<file path="config.mk">
export PLATFORM = sky130hd
export DESIGN_NAME = div_rate_detector_flat
export DESIGN_NICKNAME = d
export VERILOG_FILES = /design/src/rtl/div_rate_detector_if.sv /design/src/rtl/div_rate_detector.sv /design/src/flat_wrapper.sv
export SDC_FILE = /design/constraint.sdc
export NUM_CORES = 1
export LEC_CHECK = 0
export ABC_AREA = 1
export BUFFER_PORTS_ARGS = -buffer_cell sky130_fd_sc_hd__buf_2
export CORE_MARGIN = 10
export CORE_UTILIZATION = 51
export DETAILED_ROUTE_END_ITERATION = 10
export PLACE_DENSITY_LB_ADDON = 0.1
export SETUP_SLACK_MARGIN = 0.3
export SLEW_MARGIN = 15
export SYNTH_ARGS = -nofsm -noshare
export SYNTH_HDL_FRONTEND = slang
export SYNTH_SLANG_ARGS = --single-unit
export TNS_END_PERCENT = 20
</file>
<file path="constraint.sdc">
create_clock -name clk -period 1.6 [get_ports clk]
set_input_delay 0.32 -clock clk [delete_from_list [all_inputs] [get_ports clk]]
set_output_delay 0.32 -clock clk [all_outputs]
set_load 0.01 [all_outputs]
</file>
<file path="src/rtl/div_rate_detector_if.sv">
// Signal bundle between a divided-clock source and the rate detector.
// The master side drives the clock under test and observes the measurement
// results. The slave side is the detector itself.
interface div_rate_detector_if #(
    parameter int unsigned CNT_W = 8
);
    logic             sig_in;   // divided clock under test, synchronous to clk
    logic [CNT_W-1:0] period;   // last measured period in clk cycles
    logic             valid;    // pulse: period/match updated this cycle
    logic             match;    // last period equals one of the divider periods
    logic [1:0]       sel_out;  // decoded divider select code
    logic             locked;   // stable rate detected
    logic             timeout;  // pulse: measurement aborted for lack of an edge

    modport master (
        output sig_in,
        input  period,
        input  valid,
        input  match,
        input  sel_out,
        input  locked,
        input  timeout
    );

    modport slave (
        input  sig_in,
        output period,
        output valid,
        output match,
        output sel_out,
        output locked,
        output timeout
    );
endinterface

</file>
<file path="src/rtl/div_rate_detector.sv">
// Divided-clock rate detector.
// Measures the number of clk cycles between rising edges of sig_in, decodes
// the period back to the 2-bit divider select code and asserts locked once
// LOCK_N consecutive measurements agree on the same code.
module div_rate_detector #(
    parameter int unsigned CNT_W   = 8,
    parameter int unsigned DIV0    = 2,
    parameter int unsigned DIV1    = 4,
    parameter int unsigned DIV2    = 8,
    parameter int unsigned DIV3    = 16,
    parameter int unsigned TIMEOUT = 255,  // must fit in CNT_W bits and exceed DIV3
    parameter int unsigned LOCK_N  = 2     // 1..15
) (
    input  logic                clk,
    input  logic                rst,
    div_rate_detector_if.slave  bus
);

    localparam logic [3:0] RunMax = 4'd15;

    typedef enum logic [0:0] {
        StIdle,
        StMeasure
    } state_e;

    state_e           state_q;
    logic             sig_q;        // sig_in delayed by one cycle
    logic [CNT_W-1:0] cnt_q;        // cycles since the last rising edge
    logic [3:0]       run_q;        // consecutive hits of last_code_q
    logic [1:0]       last_code_q;
    logic [CNT_W-1:0] period_q;
    logic             valid_q;
    logic             match_q;
    logic [1:0]       sel_q;
    logic             locked_q;
    logic             timeout_q;

    logic             rise;
    logic             hit;
    logic [1:0]       code;
    logic [3:0]       run_nxt;
    logic             lock_nxt;
    logic             cnt_expired;

    // Rising edge of the monitored signal; sig_q clears on reset so a high
    // input in the first cycle afterwards counts as an edge.
    assign rise        = bus.sig_in & ~sig_q;
    assign cnt_expired = (cnt_q == CNT_W'(TIMEOUT));

    // Decode the running count into a select code; lowest code wins if
    // several divider periods happen to coincide.
    always_comb begin
        hit  = 1'b1;
        code = 2'd0;
        if (cnt_q == CNT_W'(DIV0)) begin
            code = 2'd0;
        end else if (cnt_q == CNT_W'(DIV1)) begin
            code = 2'd1;
        end else if (cnt_q == CNT_W'(DIV2)) begin
            code = 2'd2;
        end else if (cnt_q == CNT_W'(DIV3)) begin
            code = 2'd3;
        end else begin
            hit = 1'b0;
        end
    end

    // Length of the run of identical codes after the measurement completing
    // now; a run of zero means the previous measurement missed or timed out.
    always_comb begin
        run_nxt = 4'd0;
        if (hit) begin
            if ((code == last_code_q) && (run_q != 4'd0)) begin
                run_nxt = (run_q == RunMax) ? RunMax : run_q + 4'd1;
            end else begin
                run_nxt = 4'd1;
            end
        end
        lock_nxt = hit && (run_nxt >= 4'(LOCK_N));
    end

    // Measurement FSM with registered outputs.
    always_ff @(posedge clk) begin
        if (rst) begin
            state_q     <= StIdle;
            sig_q       <= 1'b0;
            cnt_q       <= '0;
            run_q       <= 4'd0;
            last_code_q <= 2'd0;
            period_q    <= '0;
            valid_q     <= 1'b0;
            match_q     <= 1'b0;
            sel_q       <= 2'd0;
            locked_q    <= 1'b0;
            timeout_q   <= 1'b0;
        end else begin
            sig_q     <= bus.sig_in;
            valid_q   <= 1'b0;
            timeout_q <= 1'b0;
            case (state_q)
                StIdle: begin
                    // First edge only opens a measurement window.
                    if (rise) begin
                        cnt_q   <= CNT_W'(1);
                        state_q <= StMeasure;
                    end
                end
                StMeasure: begin
                    if (rise) begin
                        // An edge on the timeout cycle still closes the period.
                        period_q <= cnt_q;
                        valid_q  <= 1'b1;
                        match_q  <= hit;
                        cnt_q    <= CNT_W'(1);
                        run_q    <= run_nxt;
                        if (hit) begin
                            last_code_q <= code;
                        end
                        // sel_out keeps its old value when lock is lost.
                        if (lock_nxt) begin
                            locked_q <= 1'b1;
                            sel_q    <= code;
                        end else begin
                            locked_q <= 1'b0;
                        end
                    end else if (cnt_expired) begin
                        timeout_q <= 1'b1;
                        locked_q  <= 1'b0;
                        run_q     <= 4'd0;
                        state_q   <= StIdle;
                    end else begin
                        cnt_q <= cnt_q + CNT_W'(1);
                    end
                end
                default: begin
                    state_q <= StIdle;
                end
            endcase
        end
    end

    assign bus.period  = period_q;
    assign bus.valid   = valid_q;
    assign bus.match   = match_q;
    assign bus.sel_out = sel_q;
    assign bus.locked  = locked_q;
    assign bus.timeout = timeout_q;

endmodule

</file>
<file path="src/flat_wrapper.sv">
// flat-port wrapper written by rule: the top's interface ports become plain ports
module div_rate_detector_flat 
#(
    parameter int unsigned CNT_W   = 8,
    parameter int unsigned DIV0    = 2,
    parameter int unsigned DIV1    = 4,
    parameter int unsigned DIV2    = 8,
    parameter int unsigned DIV3    = 16,
    parameter int unsigned TIMEOUT = 255,                                           
    parameter int unsigned LOCK_N  = 2             
)
  (clk, rst, bus_sig_in, bus_period, bus_valid, bus_match, bus_sel_out, bus_locked, bus_timeout);
  div_rate_detector_if #(.CNT_W(CNT_W)) bus_i ();
  input  logic clk;
  input  logic rst;
  input wire logic [$bits(bus_i.sig_in)-1:0] bus_sig_in;
  output wire logic [$bits(bus_i.period)-1:0] bus_period;
  output wire logic [$bits(bus_i.valid)-1:0] bus_valid;
  output wire logic [$bits(bus_i.match)-1:0] bus_match;
  output wire logic [$bits(bus_i.sel_out)-1:0] bus_sel_out;
  output wire logic [$bits(bus_i.locked)-1:0] bus_locked;
  output wire logic [$bits(bus_i.timeout)-1:0] bus_timeout;
  assign bus_i.sig_in = bus_sig_in;
  assign bus_period = bus_i.period;
  assign bus_valid = bus_i.valid;
  assign bus_match = bus_i.match;
  assign bus_sel_out = bus_i.sel_out;
  assign bus_locked = bus_i.locked;
  assign bus_timeout = bus_i.timeout;
  div_rate_detector #(.CNT_W(CNT_W), .DIV0(DIV0), .DIV1(DIV1), .DIV2(DIV2), .DIV3(DIV3), .TIMEOUT(TIMEOUT), .LOCK_N(LOCK_N)) u_core (.clk(clk), .rst(rst), .bus(bus_i));
endmodule
</file>
==> flow_summary.yaml <==
status:
  status: "complete, but fails checks"
  violations: "negative setup slack"
setup_path:
  cp_slowest_cell: "dfxtp_2"
  crit_type: "reg2reg"
  crit_path_end_kind: "register"
  critPathRequiredTime_ns: 1.83
  setup.worst_path.end: "u_core.bus.locked$_SDFFE_PP0P_"
  critical_path.startpoint: "u_core.cnt_q[1]$_SDFFE_PP0P_"
  max_stage_delay_ns: 0.37
  r2r_start: "u_core.cnt_q[1]$_SDFFE_PP0P_"
  cp.arrival_ns: 1.99
  r2r-end: "u_core.bus.locked$_SDFFE_PP0P_"
  start_kind: "register"
  crit_chain: "inv_2, ha_4, inv_2, nor2_2, nand2_2, nand2_4, nor2_4, nor2_4, o21ai_2, nand2_2, buf_6, nand3_2, a21oi_2"
  rrSetupSlack_ns: -0.16
  ff2ff_path_depth: 13
  path_max_fanout: 4
route:
  routed_wl_mm: 4.091
  first_iter_violations: 91
  postRouteAntennaNets: 0
  vias: 1478
  drt_pass1_iterations: 4
  viasPerCell: 5.168
  drcViolationCount: 0
  routedWlPerCell_um: 14.30
global_routing:
  grt_usage: 0.1576
  grt_pass1_wl_mm: 6.879
  grt_max_degree: 17
  grt_pass1_vias: 1578
  grt_antenna_before_repair: 0
  grt-ovfl-total: 0
timing:
  slew_headroom: 0.7442
  rsz0062_at_grt: "true"
  setup_viol: 11
  hold_violations: 0
  timing.final.max_slew_violations: 0
  worst_slack_ns: -0.1594
  period_share: 1.100
  worst_pin_slew_ns: 0.3833
  fin_worst_skew_ns: 0.006322
  fin_crit_ns: 1.759
  max_freq_mhz: 568.4
logic_synthesis:
  yosysSeqAreaShare: 0.3899
  synth_cell_types: 28
  synth_area_leaders: "dfxtp_1, nand2_1, a21oi_1"
  synth_top_cell_by_area: "dfxtp_1"
  ys_async_sr_fraction: 0
  syn_nets: 209
  yosys_warnings: 0
  netlist.area_leader.share: 0.3899
  netlist_instances: 201
  synth-main-ff-cell: "dfxtp_1"
  syn_area_mm2: 0.001540
  avgSynthCellArea_um2: 7.663
  ys_ff_latch: 30
  synth-edff-count: 0
  synth_common_cells: "dfxtp_1, nand2_1, inv_1"
die:
  num_rows: 19
  die_area_mm2: 0.005618
  io_pins: 17
  start_util: 0.5444
  die_y_um: 74.96
  die_x_um: 74.96
  core_area_mm2: 0.002829
clocking:
  clk_pin_slew_worst_paths_ns: 0.09
  cts_buffers: 5
  cts_tree: "done"
  cts.path.max_buffers: 2
  cts.htree.levels: 2
  cts.sinks: 30
  clockRootBuffer: "clkbuf_4"
  clock_latency_ns: 0.34
power:
  p_total_mw: 1.421
  p_leak_nw: 0.9339
  cellPowerDensity_mw_per_mm2: 662.7
  vdd_drop_max_mv: 0.4737
cells_and_area:
  syn_to_final_growth_pct: 39.24
  n_antenna_cell: 0
  drive_gt1_frac: 0.5294
  final_area_mm2: 0.002145
  num-nets-final: 262
  nFillCells: 216
place:
  dpl_cell_area_mm2: 0.001873
  dp_hpwl_mm: 2.779
  port_buffers: 16
  gp_congestion: 0.8859
min_path:
  min_path_type: "in2reg"
job:
  cap_violations: 0
==> power by group <==
group	internal, mW	total (mW)	switching [mW]
Clock	0.213	0.472	0.259
Sequential	0.766	0.779	0.0130
Combinational	0.0690	0.171	0.102
==> logic make-up (layout without fill, tap and decap cells) <==
kind of cell               count (synthesis)  count (layout)  synth area share
AOI/OAI and AO/OA                         41              41            0.1470
adders and majority gates                  5               5           0.04062
and+or+nand+nor                           92              92            0.3363
DFF                                       30              30            0.3899
buffers and inverters                     33              87           0.08610
==> area by class of cell <==
| cell class | instances | area, um2 | share of cell area |
|---|---|---|---|
| Clock buffer | 7 | 55.05 | 0.02567 |
| Sequential cell | 30 | 609.3 | 0.2841 |
| Clock inverter | 1 | 5.005 | 0.002334 |
| Inverter | 30 | 115.1 | 0.05368 |
| Tap cell | 31 | 38.79 | 0.01809 |
| Multi-Input combinational cell | 138 | 985.9 | 0.4597 |
| Timing Repair Buffer | 49 | 335.3 | 0.1564 |
==> worst min path at each step <==
stage,startpoint,to,slack [ns],depth (start not counted)
after floorplan,rst,u_core.bus.valid$_SDFF_PP0_,0.42,1
after global placement,u_core.bus.match$_SDFFE_PP0P_,u_core.bus.match$_SDFFE_PP0P_,0.46,2
after detailed placement,u_core.bus.match$_SDFFE_PP0P_,u_core.bus.match$_SDFFE_PP0P_,0.47,2
after CTS,bus_sig_in,u_core.sig_q$_SDFF_PP0_,0.23,3
after global routing,bus_sig_in,u_core.sig_q$_SDFF_PP0_,0.27,3
final,bus_sig_in,u_core.sig_q$_SDFF_PP0_,0.22,3
==> cells in the final DEF, fill, tap and decap left out, drive strengths merged, types with 2 or more instances in the layout <==
master   n
nor3     2
nand2   42
buf     49
nand3b   2
clkbuf   7
inv     30
a21oi   18
nand3   18
dfxtp   30
nor2    26
nor4     2
ha       5
o21ai   18
==> what timing repair did <==
item                                    4_1_cts  5_1_grt
hold buffers                                  0        0
endpoints found under the setup margin       20       20
pin swaps                                    13        8
buffers inserted                              4        3
gates resized for setup                      25       22
==> worst max-delay path, delay by kind of cell, from the launching register on <==
kind	cells	cell delay (ns)
adders and majority gates	1	0.16
buffers and inverters	3	0.25
and+or+nand+nor	7	0.68
DFF	1	0.37
AOI/OAI and AO/OA	2	0.19
==> state kept, by name, indices dropped and copies added, names as in the netlist <==
name	count
u_core.bus.timeout	1
u_core.state_q	1
u_core.sig_q	1
u_core.cnt_q	8
u_core.bus.locked	1
u_core.bus.sel_out	2
u_core.bus.match	1
u_core.bus.period	8
u_core.bus.valid	1
u_core.run_q	4
u_core.last_code_q	2
==> metal layers <==
layer / wire length (um) / vias up / global-route usage / part of all wire
li1: - / 759 / - / -
met2: 1904 / 41 / 0.2400 / 0.47
met1: 1867 / 666 / 0.1908 / 0.46
met3: 193 / 12 / 0.04205 / 0.047
met4: 125 / 0 / 0.1050 / 0.031
met5: 0 / - / 0 / 0
==> through the flow <==
step                setup slack, ns  hold slack, ns    util  cells  TNS, ns
floorplan                   0.01434          0.4155       -    201        0
global placement           -0.06463          0.4617  0.6621    271  -0.1395
detailed placement          -0.1087          0.4680  0.6621    271  -0.6679
CTS                        -0.09112          0.2268  0.7236    283  -0.3369
global route                -0.2564          0.2697  0.7581    286   -2.379
finish                      -0.1594          0.2242  0.7581    286  -0.6392
Power figures use the tool's default switching activity.
